File: src/rtl/serial_lu_pkg.sv
// Shared definitions for the bit-serial logic unit: cell opcodes and FSM states.
package lu_defs;

    localparam logic [1:0] CLOP_AND  = 2'b00;
    localparam logic [1:0] CLOP_OR   = 2'b01;
    localparam logic [1:0] CLOP_XOR  = 2'b10;
    localparam logic [1:0] CLOP_NOTA = 2'b11;

    typedef enum logic [1:0] {
        S_IDLE = 2'd0,
        S_RUN  = 2'd1,
        S_DONE = 2'd2
    } lu_state_t;

endpackage

File: src/rtl/serial_lu_cl.sv
// 1-bit combinational logic cell: AND / OR / XOR / NOT a, selected by clop.
module cl
    import lu_defs::*;
(
    output logic       out,
    input  logic       a,
    input  logic       b,
    input  logic [1:0] clop
);

    always_comb begin
        out = 1'b0;
        case (clop)
            CLOP_AND:  out = a & b;
            CLOP_OR:   out = a | b;
            CLOP_XOR:  out = a ^ b;
            CLOP_NOTA: out = ~a;
            default:   out = 1'b0;
        endcase
    end

endmodule

File: src/rtl/serial_lu.sv
// Bit-serial logic unit: latches operands on start, feeds cl one bit pair per
// cycle LSB first, and shifts cl's output into result from the top.
module serial_lu
    import lu_defs::*;
#(
    parameter int unsigned WIDTH = 8
) (
    input  logic             clk,
    input  logic             reset_n,
    input  logic             start,
    input  logic [WIDTH-1:0] a,
    input  logic [WIDTH-1:0] b,
    input  logic [1:0]       clop,
    output logic             busy,
    output logic             done,
    output logic [WIDTH-1:0] result
);

    localparam int unsigned     CNT_W    = $clog2(WIDTH);
    localparam logic [CNT_W-1:0] CNT_LAST = CNT_W'(WIDTH - 1);

    lu_state_t        state;
    lu_state_t        state_nxt;
    logic [WIDTH-1:0] sa;
    logic [WIDTH-1:0] sb;
    logic [1:0]       op;
    logic [CNT_W-1:0] cnt;
    logic             cell_out;

    cl u_cl (
        .out  (cell_out),
        .a    (sa[0]),
        .b    (sb[0]),
        .clop (op)
    );

    always_ff @(posedge clk) begin
        if (!reset_n) begin
            state <= S_IDLE;
        end else begin
            state <= state_nxt;
        end
    end

    always_comb begin
        state_nxt = state;
        case (state)
            S_IDLE:  if (start) state_nxt = S_RUN;
            S_RUN:   if (cnt == CNT_LAST) state_nxt = S_DONE;
            S_DONE:  state_nxt = S_IDLE;
            default: state_nxt = S_IDLE;
        endcase
    end

    // Status flags are registered from the next state so they line up with state.
    always_ff @(posedge clk) begin
        if (!reset_n) begin
            busy <= 1'b0;
            done <= 1'b0;
        end else begin
            busy <= (state_nxt == S_RUN);
            done <= (state_nxt == S_DONE);
        end
    end

    always_ff @(posedge clk) begin
        if (!reset_n) begin
            sa     <= '0;
            sb     <= '0;
            op     <= '0;
            cnt    <= '0;
            result <= '0;
        end else begin
            case (state)
                S_IDLE: begin
                    if (start) begin
                        sa     <= a;
                        sb     <= b;
                        op     <= clop;
                        cnt    <= '0;
                        result <= '0;
                    end
                end
                S_RUN: begin
                    result <= {cell_out, result[WIDTH-1:1]};
                    sa     <= sa >> 1;
                    sb     <= sb >> 1;
                    cnt    <= cnt + 1'b1;
                end
                default: ;
            endcase
        end
    end

endmodule

File: config.mk
export PLATFORM = sky130hd
export DESIGN_NAME = serial_lu
export DESIGN_NICKNAME = d
export VERILOG_FILES = /design/src/rtl/serial_lu_pkg.sv /design/src/rtl/serial_lu_cl.sv /design/src/rtl/serial_lu.sv
export SDC_FILE = /design/constraint.sdc
export NUM_CORES = 1
export LEC_CHECK = 0
export ABC_CLOCK_PERIOD_IN_PS = 3050
export CAP_MARGIN = 20
export CORE_ASPECT_RATIO = 1.5
export CORE_UTILIZATION = 52
export DETAILED_ROUTE_END_ITERATION = 6
export PLACE_DENSITY = 0.9
export SLEW_MARGIN = 20
export SYNTH_ARGS = -nofsm -noshare
export SYNTH_HDL_FRONTEND = slang
export SYNTH_HIERARCHICAL = 1
export SYNTH_SLANG_ARGS = --single-unit
File: constraint.sdc
create_clock -name clk -period 3.05 [get_ports clk]
set_input_delay 0.7625 -clock clk [delete_from_list [all_inputs] [get_ports clk]]
set_output_delay 0.7625 -clock clk [all_outputs]
set_load 0.005 [all_outputs]
==> results of run 1 <==
==> synth_stat cells (all sizes together) <==
cell,instances,share of area [%]
mux2i,15,11
nand2,19,5.2
mux4,1,1.6
clkbuf,5,1.4
buf,7,3.3
o22ai,11,5.0
nor3b,3,1.6
or3b,1,0.81
o211ai,14,7.6
nand3,4,1.4
o21ai,18,6.5
ha,4,3.6
inv,4,1.1
nor2,4,1.3
dfxtp,33,48
nand2b,2,0.90
==> cells by family (layout without fill, tap and decap cells) <==
| family | Yosys count | after routing | synth area share, % |
|---|---|---|---|
| buf+inv | 16 | 46 | 5.79 |
| fa+ha+maj | 4 | 4 | 3.62 |
| mux | 16 | 16 | 12.5 |
| flops | 33 | 33 | 47.8 |
| simple gates | 33 | 33 | 11.2 |
| compound gates | 43 | 43 | 19.1 |
==> flip-flops by register name, summed over array words and instances, names as in the netlist <==
register,cells
result,8
sa,8
cnt,3
done,1
state,2
sb,8
op,2
busy,1
==> through the flow <==
step,cell area (sq um),utilization [%],setup WS (ns),instances
floorplan,1380,-,1.55,145
global placement,1680,67.7,0.964,191
detailed placement,1680,67.7,0.924,191
CTS,1750,70.6,1.07,199
global route,1750,70.6,1.02,199
finish,1750,70.6,1.09,199
==> cell usage in the layout, fill, tap and decap left out, types with 5 or more instances in the layout <==
cell,netlist,routed
clkbuf_4,0,5
nand2_1,19,19
dfxtp_1,33,33
o21ai_0,8,8
clkdlybuf4s50_1,0,30
o211ai_1,14,14
o21ai_1,10,10
mux2i_1,15,15
o22ai_1,11,11
==> layer usage <==
metal	GRT usage (%)	wire length (um)	vias to the layer above
li1	-	-	582
met1	24.9	1280	570
met2	40.1	1450	32
met3	7.69	153	7
met4	9.09	46	0
met5	0	0	-
==> power groups by stage <==
stage | registers (W) | logic, W | clock network (W)
after global routing | 0.000466 | 0.000117 | 0.000303
after floorplan | 0.000470 | 0.0000662 | 0
after detailed placement | 0.000474 | 0.000105 | 0
after global placement | 0.000472 | 0.000102 | 0
after CTS | 0.000464 | 0.000106 | 0.000283
final | 0.000464 | 0.000105 | 0.000277
==> worst max path at each step <==
stage / start / to / cells after the start
5_1_grt: result[0]$_SDFFE_PN0P_ / result[0] / 1
4_1_cts: result[0]$_SDFFE_PN0P_ / result[0] / 1
3_5_place_dp: start / sb[1]$_SDFFE_PN0P_ / 4
2_1_floorplan: start / sa[0]$_SDFFE_PN0P_ / 4
3_3_place_gp: start / sb[0]$_SDFFE_PN0P_ / 4
6_report: result[0]$_SDFFE_PN0P_ / result[0] / 1
==> layout make-up <==
cell class                      count  share of cell area [%]
Clock buffer                        7                    3.72
Clock inverter                      1                   0.286
Inverter                            4                   0.859
Multi-Input combinational cell     96                    36.7
Sequential cell                    33                    37.8
Tap cell                           24                    1.72
Timing Repair Buffer               34                    18.9
==> out/results.txt, run 1 <==
Worst-Skew Late Latency - 0.34 ns
HP Class - register to register
Total Neg Setup Slack - 0 ns
Final hold slack - 0.470 ns
Post-synthesis sequential area ratio - 47.8%
CP delay by family, top - buffers and inverters
Cts repair resizes - 0
Total track usage - 23.0%
Min Tclk post-route - 1.96 ns
Drt pass-1 iters - 6
Area grow syn2layout - 26.4%
Register area - 661 sq um
DRT Wirelength - 2.93 mm
Dpl hpwl - 2.02 mm
Post-CTS Setup Bufs - 0
Vias in the first global route - 1,160
Fillers - 193
Initial Util - 55.8%
Cts hold-fix bufs - 0
Pin count of the biggest net entering global routing - 41
Hold EP - sb[7]$_SDFFE_PN0P_
Run status - complete, no violations
FF-to-FF Start - state[1]$_SDFF_PN0_
Setup Skew - 0.00650 ns
Final Hold Fails - 0
ANT cells - 0
Reg-to-reg endpoint - result[5]$_SDFFE_PN0P_
Crit path max fanout - 2
Multi-input logic area - 642 sq um
Global-route wire length before repair - 4.91 mm
Fraction of layout cells with a size suffix above 1 - 8.57%
Power share of the clock group - 32.7%
Worst setup EP type - output pin
Vias - 1,191
Clock-pin slew on the worst setup and hold paths - 0.10 ns
VDD IR max - 450 uV
CP peak stage delay - 0.51 ns
Final Power - 0.000846 W
Setup CP Type - register to output pin
Full die area - 0.00287 sq mm
H-tree depth - 2
Post-synth cell types - 20
Num rows - 22
Nature of the critical path startpoint - register
Core footprint - 0.00248 sq mm
Hold_sp - sb[7]$_SDFFE_PN0P_
Crit share post-route - 64.2%
Max transition margin - 55.9%
Leak pwr - 0.645 nW
Unrepaired setup endpoints after global routing - false
Setup violations, final - 0
Slack of the worst reg-to-reg path - 1.50 ns
DR iter-0 viols - 22
PD cells - 484 mW/mm^2
Final ANT Viol Nets - 0
Clock buffer depth - 2
CP required - 2.29 ns
Flops & latches, synth - 33
Syn Inst Count - 145
Cts bufs inserted - 5
Count of pins over their slew limit - 0
WHS Path Cells - 2
Critical-path cell list - clkdlybuf4s50_1
Routability Congestion - 0.748
Syn Nets - 170
R2R cell count - 2
Critical path arrival - 1.20 ns
Fin nets - 199
Number of buffers added on ports - 30
Die W - 44.1 um
Routed length per placed instance - 14.7 um
Vias per inst - 5.98
Clock tree root driver cell - clkbuf_4
Seq pwr share - 54.8%
Crit-path slowest cell - clkdlybuf4s50_1
CTS tree - yes
Slew @ Worst Pin - 0.661 ns
Mapped Avg Cell Area - 9.54 sq um
Comb power frac - 12.5%
Global route total overflow - 0
IO Count - 31
Sw frac - 24.3%
P_sw - 0.000205 W
DRC - 0
Post-Syn Area - 0.00138 sq mm
Antenna violations before repair - 0
Internal power - 0.000641 W
Clock sinks - 33
Die Y - 65.2 um
Critical path buffers and inverters - 1
Max frequency - 510 MHz
MaxCap Viol Count - 0
Total of warnings raised by yosys - 6
Note: power is estimated with default switching activity, not from simulation.
==> run 2: changes to the inputs <==
--- a/config.mk
+++ b/config.mk
@@ -5,12 +5,12 @@
 export SDC_FILE = /design/constraint.sdc
 export NUM_CORES = 1
 export LEC_CHECK = 0
-export ABC_CLOCK_PERIOD_IN_PS = 3050
+export ABC_CLOCK_PERIOD_IN_PS = 1700
 export CAP_MARGIN = 20
 export CORE_ASPECT_RATIO = 1.5
-export CORE_UTILIZATION = 52
+export CORE_UTILIZATION = 44
 export DETAILED_ROUTE_END_ITERATION = 6
-export PLACE_DENSITY = 0.9
+export PLACE_DENSITY = 0.82
 export SLEW_MARGIN = 20
 export SYNTH_ARGS = -nofsm -noshare
 export SYNTH_HDL_FRONTEND = slang
==> constraint.sdc (replaced) <==
create_clock -name clk -period 1.7 [get_ports clk]
set_input_delay 0.425 -clock clk [delete_from_list [all_inputs] [get_ports clk]]
set_output_delay 0.425 -clock clk [all_outputs]
set_load 0.005 [all_outputs]
==> run 2 against run 1 <==
- sequential power up 80%
- total power rose by 90%
- count of clock-buffer cells in the layout unchanged
- critical path type unchanged
- via count shrank 1.4%
- critical path depth did not move
- largest power group unchanged
- critical endpoint is now result[1]
==> out/results.txt, run 2 (synthesis gave the netlist of run 1 again) <==
Run status - complete, no violations
Fin nets - 203 (+2.0%)
Routed length per placed instance - 14.0 um (-4.7%)
Cts repair resizes - 0 (unchanged)
Slack of the worst reg-to-reg path - 0.25 ns (-1.25 ns)
PD cells - 887 mW/mm^2 (+83%)
DRT Wirelength - 3.04 mm (+4.0%)
Clock buffer depth - 2 (unchanged)
Setup Skew - 0.00371 ns (-0.00279 ns)
Crit path max fanout - 2 (unchanged)
Full die area - 0.00338 sq mm (+17%)
Setup violations, final - 0 (unchanged)
Internal power - 0.00124 W (+93%)
VDD IR max - 748 uV (+66%)
Max transition margin - 69.0% (+13 points)
Setup CP Type - register to output pin
Vias - 1,174 (-1.4%)
Power share of the clock group - 36.0% (+3.3 points)
Core footprint - 0.00294 sq mm (+19%)
IO Count - 31 (unchanged)
Placed insts - 210 (+9.9%)
ANT cells - 0 (unchanged)
CTS tree - yes
Pin count of the biggest net entering global routing - 27 (-34%)
Crit share post-route - 92.3%
Crit-path slowest cell - clkdlybuf4s50_1
Fraction of layout cells with a size suffix above 1 - 9.55% (+0.98 points)
Most frequent cells in the layout - 33 x dfxtp_1, 30 x clkdlybuf4s50_1, 19 x nand2_1, 15 x mux2i_1, 14 x o211ai_1
Critical-path cell list - clkdlybuf4s50_1
CP required - 1.27 ns (-1.02 ns)
Cts hold-fix bufs - 0 (unchanged)
MaxCap Viol Count - 0 (unchanged)
DRC - 0 (unchanged)
Comb power frac - 12.1% (-0.4 points)
Clock sinks - 33 (unchanged)
DR iter-0 viols - 27 (+23%)
Min Tclk post-route - 1.57 ns
Worst-Skew Late Latency - 0.28 ns (-0.06 ns)
Total Neg Setup Slack - 0 ns (unchanged)
Initial Util - 47.0% (-8.8 points)
CP peak stage delay - 0.52 ns (about the same)
Final Hold Fails - 0 (unchanged)
P_sw - 0.000371 W (+81%)
Unrepaired setup endpoints after global routing - false
CP delay by family, top - buffers and inverters
H-tree depth - 2 (unchanged)
HP Class - register to register
Total track usage - 20.6% (-2.4 points)
Cts bufs inserted - 5 (unchanged)
Count of pins over their slew limit - 0 (unchanged)
Dpl hpwl - 2.18 mm (+7.6%)
Clock-pin slew on the worst setup and hold paths - 0.06 ns (-0.04 ns)
Sw frac - 23.1% (-1.2 points)
Worst setup EP type - output pin
Global-route wire length before repair - 5.04 mm (+2.8%)
Global route total overflow - 0 (unchanged)
Critical path arrival - 1.14 ns (-0.06 ns)
Die W - 47.8 um (+8.3%)
Max frequency - 637 MHz
Antenna violations before repair - 0 (unchanged)
Final ANT Viol Nets - 0 (unchanged)
Vias in the first global route - 1,220 (+5.2%)
Number of buffers added on ports - 30 (unchanged)
Die Y - 70.7 um (+8.4%)
Post-CTS Setup Bufs - 0 (unchanged)
Biggest regs - result: 8 flops, sa: 8 flops, sb: 8 flops
Nature of the critical path startpoint - register
Seq pwr share - 51.8% (-3.0 points)
Commonest non-fill, non-tap cell in the layout - dfxtp_1
Clock tree root driver cell - clkbuf_8
Slew @ Worst Pin - 0.465 ns (-0.196 ns)
Vias per inst - 5.41 (-9.6%)
Critical path buffers and inverters - 1 (unchanged)
Drt pass-1 iters - 4 (-2)
Finished Layout Cells - 217 (+9.0%)
Leak pwr - 0.669 nW (+3.6%)
Area grow syn2layout - 31.1%
Routability Congestion - 0.774 (+3.4%)
Num rows - 24 (+9.1%)
-- run 2: cell types whose count changed in the layout (fill, tap and decap cells not counted), sizes merged --
| cell | delta |
|---|---|
| buf | +4 |
| clkinv | -1 |
-- run 2: power groups by stage --
stage | clock (W) | sequential (W) | combinational [W]
after detailed placement | 0 | 0.000851 | 0.000196
final | 0.000580 | 0.000834 | 0.000195
after CTS | 0.000596 | 0.000833 | 0.000197
after global placement | 0 | 0.000848 | 0.000187
after global routing | 0.000633 | 0.000837 | 0.000216
after floorplan | 0 | 0.000843 | 0.000119
-- run 2: worst paths after layout --
| path | startpoint | to | depth (start not counted) |
|---|---|---|---|
| worst max-delay path | result[1]$_SDFFE_PN0P_ | result[1] | 1 |
| worst min register to register | sa[7]$_SDFFE_PN0P_ | sa[7]$_SDFFE_PN0P_ | 2 |
| worst max register to register | sa[0]$_SDFFE_PN0P_ | result[7]$_SDFFE_PN0P_ | 5 |
| worst min-delay path | sa[7]$_SDFFE_PN0P_ | sa[7]$_SDFFE_PN0P_ | 2 |
-- run 2: cell type report --
class / count / area (sq um)
timing repair buffer: 38 / 360
multi-input combinational: 96 / 642
sequential: 33 / 661
inverter: 4 / 15.0
clock buffer: 7 / 86.3
fill: 271 / 1130
tap: 39 / 48.8
-- run 2: per-stage QoR --
step / util [%] / power [W] / hold WS [ns] / setup WS, ns / cell area, sq um
floorplan: - / 0.000961 / 0.436 / 0.366 / 1380
global placement: 58.7 / 0.00103 / 0.447 / 0.0322 / 1730
detailed placement: 58.7 / 0.00105 / 0.457 / 0.00500 / 1730
CTS: 61.6 / 0.00163 / 0.465 / 0.123 / 1810
global route: 61.6 / 0.00169 / 0.508 / 0.0960 / 1810
finish: 61.6 / 0.00161 / 0.467 / 0.131 / 1810
-- run 2: metal layers --
metal,up-vias,GRT usage (%),wire length [um]
li1,587,-,-
met2,29,34.2,1560
met1,552,22.6,1270
met3,6,6.63,142
met4,0,9.26,63
met5,-,0,0
==> run 3: changes to the inputs <==
--- a/config.mk
+++ b/config.mk
@@ -8,6 +8,7 @@
 export ABC_CLOCK_PERIOD_IN_PS = 1700
 export CAP_MARGIN = 20
 export CORE_ASPECT_RATIO = 1.5
+export CORE_MARGIN = 10
 export CORE_UTILIZATION = 44
 export DETAILED_ROUTE_END_ITERATION = 6
 export PLACE_DENSITY = 0.82
==> run 3 against run 2 <==
- via count is 1.4% lower
- cell count is 0.92% lower
- clock power is 2% higher
- count of clock-buffer cells in the layout stayed put
- maximum frequency is 0.14% lower
- utilization is 1.1 points lower
- sequential share of layout area is 0.30 points higher
- die area is 73% higher
- register-to-register slack better by 0.02 ns
- largest power group unchanged
- highest routed layer unchanged
==> out/results.txt, run 3 (synthesis gave the netlist of run 1 again) <==
VDD IR max - 699 uV (-6.6%)
ANT cells - 0 (unchanged)
Biggest regs - result: 8 flops, sa: 8 flops, sb: 8 flops
Hold_sp - sa[7]$_SDFFE_PN0P_
Post-layout util - 60.5% (-1.1 points)
Die Y - 88.7 um (+25%)
Vias in the first global route - 1,245 (+2.0%)
Run status - complete, no violations
Max frequency - 637 MHz (-0.14%)
Vias per inst - 5.38 (-0.53%)
Antenna violations before repair - 0 (unchanged)
Leak pwr - 0.659 nW (-1.4%)
Placed insts - 208 (-0.95%)
Num rows - 24 (unchanged)
Fin nets - 201 (-0.99%)
Crit share post-route - 92.4% (+0.13 points)
Final Hold Fails - 0 (unchanged)
CP peak stage delay - 0.52 ns (about the same)
Setup CP Type - register to output pin
FF-to-FF Start - sa[0]$_SDFFE_PN0P_
Total Neg Setup Slack - 0 ns (unchanged)
Critical path launch point - result[7]$_SDFFE_PN0P_
Cts hold-fix bufs - 0 (unchanged)
MaxCap Viol Count - 0 (unchanged)
CP delay by family, top - buffers and inverters
Initial Util - 46.5% (-0.47 points)
Min Tclk post-route - 1.57 ns (+0.00222 ns)
Worst setup EP type - output pin
CP required - 1.27 ns (about the same)
Drt pass-1 iters - 4 (unchanged)
Total track usage - 12.9% (-7.7 points)
Cts bufs inserted - 5 (unchanged)
Critical-path cell list - clkdlybuf4s50_1
Clock buffer depth - 2 (unchanged)
PD cells - 897 mW/mm^2 (+1.1%)
HP Class - register to register
Clock tree root driver cell - clkbuf_8
Most frequent cells in the layout - 33 x dfxtp_1, 30 x clkdlybuf4s50_1, 19 x nand2_1, 15 x mux2i_1, 14 x o211ai_1
IO Count - 31 (unchanged)
Routed length per placed instance - 14.9 um (+6.5%)
Finished Layout Cells - 215 (-0.92%)
Routability Congestion - 0.714 (-7.7%)
CTS tree - yes
Cts repair resizes - 0 (unchanged)
Clock sinks - 33 (unchanged)
Full die area - 0.00583 sq mm (+73%)
Critical path buffers and inverters - 1 (unchanged)
Post-CTS Setup Bufs - 0 (unchanged)
Final ANT Viol Nets - 0 (unchanged)
Unrepaired setup endpoints after global routing - false
Clock-pin slew on the worst setup and hold paths - 0.06 ns (about the same)
Setup Skew - 0.00127 ns (-0.00244 ns)
DRC - 0 (unchanged)
Final hold slack - 0.463 ns (-0.00375 ns)
Worst-Skew Late Latency - 0.29 ns (about the same)
Crit path max fanout - 2 (unchanged)
Critical path arrival - 1.15 ns (about the same)
Vias - 1,157 (-1.4%)
Crit-path slowest cell - clkdlybuf4s50_1
Setup violations, final - 0 (unchanged)
Max transition margin - 69.9% (+0.89 points)
Dpl hpwl - 2.30 mm (+5.7%)
Pin count of the biggest net entering global routing - 41 (+52%)
Number of buffers added on ports - 30 (unchanged)
DR iter-0 viols - 44 (+63%)
DRT Wirelength - 3.21 mm (+5.5%)
Core footprint - 0.00297 sq mm (+1.0%)
Die W - 65.8 um (+38%)
Slew @ Worst Pin - 0.452 ns (-0.0133 ns)
Global-route wire length before repair - 5.82 mm (+15%)
Commonest non-fill, non-tap cell in the layout - dfxtp_1
Nature of the critical path startpoint - register
Fraction of layout cells with a size suffix above 1 - 8.52% (-1.0 points)
Area grow syn2layout - 30.0%
Count of pins over their slew limit - 0 (unchanged)
Global route total overflow - 0 (unchanged)
H-tree depth - 2 (unchanged)
==> run 3: cell count changes in the layout (fill, tap and decap cells not counted), sizes merged <==
cell / delta
buf: -2
==> run 3: worst paths after layout <==
check,end,slack [ns],cells past startpoint
worst max-delay path,result[7],0.13,1
worst min-delay path,sa[7]$_SDFFE_PN0P_,0.46,2
worst min register to register,sa[7]$_SDFFE_PN0P_,0.46,2
worst max register to register,result[7]$_SDFFE_PN0P_,0.27,5
==> run 3: stage by stage <==
stage | total power, W | cell area (sq um) | setup WS (ns)
global route | 0.00169 | 1800 | 0.0737
floorplan | 0.000961 | 1380 | 0.366
CTS | 0.00164 | 1800 | 0.104
detailed placement | 0.00104 | 1710 | -0.0352
global placement | 0.00103 | 1710 | 0.0208
finish | 0.00161 | 1800 | 0.129
==> run 3: layer usage <==
| metal | global-route usage, % | routed length [um] | up-vias |
|---|---|---|---|
| met4 | 5.86 | 63 | 0 |
| met3 | 7.85 | 348 | 6 |
| met5 | 0 | 0 | - |
| met2 | 20.5 | 1510 | 31 |
| met1 | 13.2 | 1280 | 540 |
| li1 | - | - | 580 |
==> run 3: final cells by class <==
type                            instances  area [sq um]
Timing Repair Buffer                   36           345
Tap cell                               39          48.8
Fill cell                             268          1170
Sequential cell                        33           661
Clock buffer                            7          86.3
Inverter                                4          15.0
Multi-Input combinational cell         96           642
==> run 3: power breakdown <==
group | switching [W] | internal [W] | total [W]
registers | 0.0000230 | 0.000811 | 0.000834
clock network | 0.000269 | 0.000321 | 0.000589
logic | 0.0000880 | 0.000102 | 0.000190
